## config.mk

```make
export PLATFORM = sky130hd
export DESIGN_NAME = mm_accel_ctrl
export DESIGN_NICKNAME = d
export VERILOG_FILES = /design/src/rtl/mm_accel_pkg.sv /design/src/rtl/mm_idx_counter.sv /design/src/rtl/mm_accel_ctrl.sv
export SDC_FILE = /design/constraint.sdc
export NUM_CORES = 1
export LEC_CHECK = 0
export ABC_AREA = 1
export ABC_CLOCK_PERIOD_IN_PS = 2100
export CAP_MARGIN = 40
export CORE_UTILIZATION = 51
export DETAILED_ROUTE_END_ITERATION = 8
export HOLD_SLACK_MARGIN = 0.1
export PLACE_DENSITY = 0.92
export SYNTH_ARGS = -nofsm -noshare
export SYNTH_HDL_FRONTEND = slang
export SYNTH_SLANG_ARGS = --single-unit
```

## constraint.sdc

```tcl
create_clock -name clk -period 2.1 [get_ports clk]
set_input_delay 0.315 -clock clk [delete_from_list [all_inputs] [get_ports clk]]
set_output_delay 0.315 -clock clk [all_outputs]
set_load 0.02 [all_outputs]
```

## src/rtl/mm_accel_pkg.sv

```systemverilog
// Shared definitions for the matrix-multiplication accelerator controller.
// Holds the one-hot state encodings, size defaults and a clog2 helper used to
// derive index widths.
package mm_accel_pkg;

  localparam int unsigned MMaxDefault = 4;
  localparam int unsigned KMaxDefault = 4;

  localparam logic [5:0] OhIdle    = 6'b000001;
  localparam logic [5:0] OhLoadA   = 6'b000010;
  localparam logic [5:0] OhMac     = 6'b000100;
  localparam logic [5:0] OhWaitMac = 6'b001000;
  localparam logic [5:0] OhStoreC  = 6'b010000;
  localparam logic [5:0] OhDone    = 6'b100000;

  typedef enum logic [5:0] {
    StIdle    = OhIdle,
    StLoadA   = OhLoadA,
    StMac     = OhMac,
    StWaitMac = OhWaitMac,
    StStoreC  = OhStoreC,
    StDone    = OhDone
  } state_e;

  // Ceiling log2, never below 1 so single-entry ranges still get a 1-bit index.
  function automatic int unsigned clog2(input int unsigned val);
    int unsigned r;
    r = 0;
    for (int unsigned i = 0; i < 32; i++) begin
      if ((64'd1 << i) < 64'(val)) r = i + 1;
    end
    return (r == 0) ? 1 : r;
  endfunction

endpackage

```

## src/rtl/mm_idx_counter.sv

```systemverilog
// Index counter with run-time limit.
// Ports:
//   clk, rst_n : clock, synchronous active-low reset
//   clr        : force count to 0 (wins over inc)
//   inc        : advance; wraps to 0 on the last value
//   limit      : number of values, count runs 0..limit-1
//   count      : current index
//   last       : count == limit-1
module mm_idx_counter #(
  parameter int unsigned W = 2
) (
  input  logic         clk,
  input  logic         rst_n,
  input  logic         clr,
  input  logic         inc,
  input  logic [W:0]   limit,
  output logic [W-1:0] count,
  output logic         last
);

  logic [W-1:0] count_q, count_d;

  // A zero limit (post-reset) makes limit-1 all ones, which count never reaches.
  assign last  = ({1'b0, count_q} == (limit - (W+1)'(1)));
  assign count = count_q;

  always_comb begin
    count_d = count_q;
    if (clr) begin
      count_d = '0;
    end else if (inc) begin
      count_d = last ? '0 : count_q + W'(1);
    end
  end

  always_ff @(posedge clk) begin
    if (!rst_n) begin
      count_q <= '0;
    end else begin
      count_q <= count_d;
    end
  end

endmodule

```

## src/rtl/mm_accel_ctrl.sv

```systemverilog
// Row-by-row A x B -> C sequencing controller.
// For every A row: LOAD_A, cfg_k MAC beats, WAIT_MAC drain, STORE_C.
// Ports:
//   clk, rst_n              : clock, synchronous active-low reset
//   start, cfg_rows, cfg_k  : launch request and run-time dimensions
//   abort                   : cancel the operation in progress
//   fetch_A_ready, fetch_B_ready, MACs_ready, store_C_ready : handshakes
//   fetch_A, register_enable, MACs_reset, fetch_B, MACs_enable, store_C : controls
//   row_idx, k_idx          : current A/C row and B row (A element select)
//   busy, finish, err       : status; finish and err are one-cycle pulses
module mm_accel_ctrl
  import mm_accel_pkg::*;
#(
  parameter int unsigned M_MAX = MMaxDefault,
  parameter int unsigned K_MAX = KMaxDefault,
  parameter int unsigned RW    = clog2(M_MAX),
  parameter int unsigned KW    = clog2(K_MAX)
) (
  input  logic          clk,
  input  logic          rst_n,
  input  logic          start,
  input  logic [RW:0]   cfg_rows,
  input  logic [KW:0]   cfg_k,
  input  logic          abort,
  input  logic          fetch_A_ready,
  input  logic          fetch_B_ready,
  input  logic          MACs_ready,
  input  logic          store_C_ready,
  output logic          fetch_A,
  output logic          register_enable,
  output logic          MACs_reset,
  output logic          fetch_B,
  output logic          MACs_enable,
  output logic          store_C,
  output logic [RW-1:0] row_idx,
  output logic [KW-1:0] k_idx,
  output logic          busy,
  output logic          finish,
  output logic          err
);

  state_e      state_q, state_d;
  logic [RW:0] rows_q, rows_d;
  logic [KW:0] k_q, k_d;
  logic        err_q, err_d;

  logic cfg_valid, accept, abort_act;
  logic row_last, k_last, row_inc, k_inc;

  assign cfg_valid = (cfg_rows >= (RW+1)'(1)) && (cfg_rows <= (RW+1)'(M_MAX)) &&
                     (cfg_k >= (KW+1)'(1)) && (cfg_k <= (KW+1)'(K_MAX));

  // Abort only acts outside IDLE; in IDLE it merely masks start.
  assign abort_act = abort && (state_q != StIdle);
  assign accept    = (state_q == StIdle) && start && !abort && cfg_valid;

  assign k_inc   = (state_q == StMac) && fetch_B_ready && !abort;
  assign row_inc = (state_q == StStoreC) && store_C_ready && !abort;

  mm_idx_counter #(
    .W (RW)
  ) u_row_cnt (
    .clk   (clk),
    .rst_n (rst_n),
    .clr   (accept || abort_act),
    .inc   (row_inc),
    .limit (rows_q),
    .count (row_idx),
    .last  (row_last)
  );

  mm_idx_counter #(
    .W (KW)
  ) u_k_cnt (
    .clk   (clk),
    .rst_n (rst_n),
    .clr   (accept || abort_act),
    .inc   (k_inc),
    .limit (k_q),
    .count (k_idx),
    .last  (k_last)
  );

  always_comb begin
    state_d = state_q;
    rows_d  = rows_q;
    k_d     = k_q;
    err_d   = 1'b0;
    unique case (state_q)
      StIdle: begin
        if (start && !abort) begin
          if (cfg_valid) begin
            rows_d  = cfg_rows;
            k_d     = cfg_k;
            state_d = StLoadA;
          end else begin
            err_d = 1'b1;
          end
        end
      end
      StLoadA: begin
        if (fetch_A_ready) state_d = StMac;
      end
      StMac: begin
        if (fetch_B_ready && k_last) state_d = StWaitMac;
      end
      StWaitMac: begin
        if (MACs_ready) state_d = StStoreC;
      end
      StStoreC: begin
        if (store_C_ready) state_d = row_last ? StDone : StLoadA;
      end
      StDone: begin
        state_d = StIdle;
      end
      default: begin
        state_d = StIdle;
      end
    endcase
    if (abort_act) begin
      state_d = StIdle;
      err_d   = 1'b1;
    end
  end

  always_ff @(posedge clk) begin
    if (!rst_n) begin
      state_q <= StIdle;
      rows_q  <= '0;
      k_q     <= '0;
      err_q   <= 1'b0;
    end else begin
      state_q <= state_d;
      rows_q  <= rows_d;
      k_q     <= k_d;
      err_q   <= err_d;
    end
  end

  always_comb begin
    fetch_A         = (state_q == StLoadA);
    MACs_reset      = (state_q == StLoadA);
    register_enable = (state_q == StLoadA) && fetch_A_ready && !abort;
    fetch_B         = (state_q == StMac);
    MACs_enable     = k_inc;
    store_C         = (state_q == StStoreC);
    busy            = (state_q != StIdle);
    finish          = (state_q == StDone);
    err             = err_q;
  end

endmodule

```

==> summary.md <==
| Metric | Value |
|---|---|
| DRC | `0` |
| Clock sink count | `17` |
| Final HPWL DP | `1.888 mm` |
| Kind of critical path | `flop to primary output` |
| Clock transition at path regs | `0.09 ns` |
| Via density | `5.033` |
| Commonest non-fill, non-tap cells in the layout | `nand2_1 (35), inv_1 (28), clkdlybuf4s50_1 (20)` |
| IO Pins | `27` |
| Critical path data required time | `1.78 ns` |
| Final Hold Fails | `0` |
| CP max FO | `3` |
| Setup bufs post-CTS | `0` |
| Nets@finish | `204` |
| Pre-antenna DRT Iters | `4` |
| Worst min-delay path category | `flop to flop` |
| Synthesized area per cell | `6.654 sq um` |
| Top_reg_cell synth | `dfxtp_1` |
| Syn_nets | `173` |
| Total congestion overflow | `0` |
| Initial antenna violation count | `0` |
| Buffers on Ports | `26` |
| Outcome | `complete, no violations` |
| Crit. End Element | `primary output` |
| Proportion of layout cells with a drive suffix above 1 | `0.1016` |
| Worst Setup Start Kind | `flop` |
| TritonCTS clock tree | `yes` |
| CTS resizes | `2` |
| Clk root buf | `clkbuf_4` |
| Critical path arrival | `1.65 ns` |
| Routed WL per cell | `10.52 um` |
| Count of pins over their slew limit | `0` |
| Clock Latency Late Sink | `0.29 ns` |
| Hold-fix buffer count after cts | `0` |
| Synth Register Bits | `17` |
| Period minus WS final | `1.967 ns` |
| Via count | `1077` |
| Diode count | `0` |
| Final Cycle Share | `0.9368` |
| Die area | `2234 sq um` |
| GRT Util Overall | `0.2278` |
| Leakage | `0.6963 nW` |
| Max Clock Freq | `508.3 MHz` |
| Initial Utilization | `0.5380` |
| R2R depth | `10` |
| Area growth from synthesis to layout | `31.50%` |
| Longest Clk Path Bufs | `2` |
| First-pass GRT wire length | `3.567 mm` |
| Post-DRT Antenna Nets | `0` |
| Cells after synthesis | `157` |
| Cts bufs inserted | `3` |
| Mapped Area | `1045 sq um` |
| Largest net degree at the start of global routing | `10` |
| Die Y-Extent | `47.26 um` |
| RSZ-0062 raised after global routing | `false` |
| PwrDens | `708.8 nW/um^2` |
| VDD IR max | `502.3 uV` |
| Row cnt | `16` |
| DRT iter0 DRCs | `23` |
| Max cap viols | `0` |
| Final wirelength | `2.252 mm` |
| Synth async-reset ratio | `0` |
| Setup_tns | `0 ns` |
| Post-synth EDFFs | `0` |
| Commonest non-fill, non-tap cell in the layout | `nand2_1` |
| H-tree levels | `1` |
| Vias in the first global route | `916` |
| Seq/Total Area, Yosys | `0.3257` |
| Relative slew margins | `0.7812` |
| Distinct cells, synth | `22` |
| Hold path depth | `2` |
| GPL Wtd Cong | `0.8675` |
| Die Span X | `47.26 um` |
| Core area | `1942 sq um` |
| WHS | `0.4688 ns` |
| Ys Warns | `0` |
| Worst Tran Pin Value | `0.3257 ns` |
| Clock Skew | `0.002349 ns` |
| Final setup fails | `0` |
state kept, by name, summed over array words and instances (netlist names):
signal / flops
err: 1
k_q: 3
rows_q: 3
state_q: 6
u_k_cnt.count: 2
u_row_cnt.count: 2
cell usage after synthesis, types with 2 or more instances:
library cell | instances | area (sq um)
nand3_2 | 2 | 20.02
nor2_1 | 19 | 71.32
nor2_2 | 4 | 25.02
o21ai_0 | 7 | 35.03
nand4_1 | 8 | 50.05
nand2_2 | 2 | 12.51
a21oi_1 | 10 | 50.05
nor2_4 | 3 | 33.78
dfxtp_1 | 17 | 340.3
nand3_1 | 9 | 45.04
nand2_1 | 35 | 131.4
nor3_1 | 2 | 10.01
ha_1 | 2 | 25.02
xnor2_1 | 2 | 17.52
inv_1 | 28 | 105.1
per-stage QoR:
step | cells | utilization | total power, W | instance area [sq um] | setup slack (ns)
2_1_floorplan | 157 | - | 0.0006844 | 1045 | 0.5573
3_3_place_gp | 210 | 0.6894 | 0.0007964 | 1339 | 0.1460
3_5_place_dp | 210 | 0.6894 | 0.0008106 | 1339 | 0.1189
4_1_cts | 214 | 0.7017 | 0.0009826 | 1363 | 0.01779
5_1_grt | 214 | 0.7075 | 0.001044 | 1374 | 0.009179
6_report | 214 | 0.7075 | 0.0009737 | 1374 | 0.1327
final cells by class:
| cell class | count | area (sq um) |
|---|---|---|
| multi-input cells | 110 | 588.1 |
| fillers | 177 | 568.0 |
| flip-flops and latches | 17 | 340.3 |
| repair buffers | 27 | 276.5 |
| inverters | 29 | 108.9 |
| well taps | 27 | 33.78 |
| clock buffers | 4 | 26.28 |
worst paths after layout:
path	to	slack (ns)	start
max	register_enable	0.13	state_q[1]$_SDFFE_PP0P_
min	k_q[1]$_SDFFE_PN0P_	0.47	k_q[1]$_SDFFE_PN0P_
min reg2reg	k_q[1]$_SDFFE_PN0P_	0.47	k_q[1]$_SDFFE_PN0P_
max reg2reg	state_q[4]$_SDFFE_PP0P_	0.54	k_q[0]$_SDFFE_PN0P_
report_power, final:
group          internal [W]  switching, W  total [W]  leakage [nW]
logic              0.000167      0.000248   0.000415         0.543
registers          0.000360     0.0000285   0.000388         0.138
clock network     0.0000738     0.0000969   0.000171        0.0150
metal layers:
layer,up-vias,GRT usage,routed length (um)
li1,561,-,-
met1,474,0.2517,957
met2,36,0.4219,1174
met3,6,0.02308,86
met4,0,0.1200,34
met5,-,0,0
worst max-delay path, cell delays in order, from the launching register on:
cell,delay (ns)
dfxtp_1,0.39
inv_1,0.11
nor2_1,0.16
nand3_1,0.12
inv_1,0.10
nand2_1,0.08
nor2_1,0.10
clkdlybuf4s15_1,0.32
kinds of logic (layout without fill, tap and decap cells):
| kind of cell | Yosys count | count (layout) | share of synthesized area |
|---|---|---|---|
| and+or+nand+nor | 87 | 87 | 0.4263 |
| buffers and inverters | 30 | 60 | 0.1114 |
| xor gates and xnor gates | 2 | 2 | 0.01677 |
| adders and majority gates | 2 | 2 | 0.02395 |
| DFF | 17 | 17 | 0.3258 |
| AOI/OAI and AO/OA | 19 | 19 | 0.09581 |
Note: power is estimated with default switching activity, not from simulation.
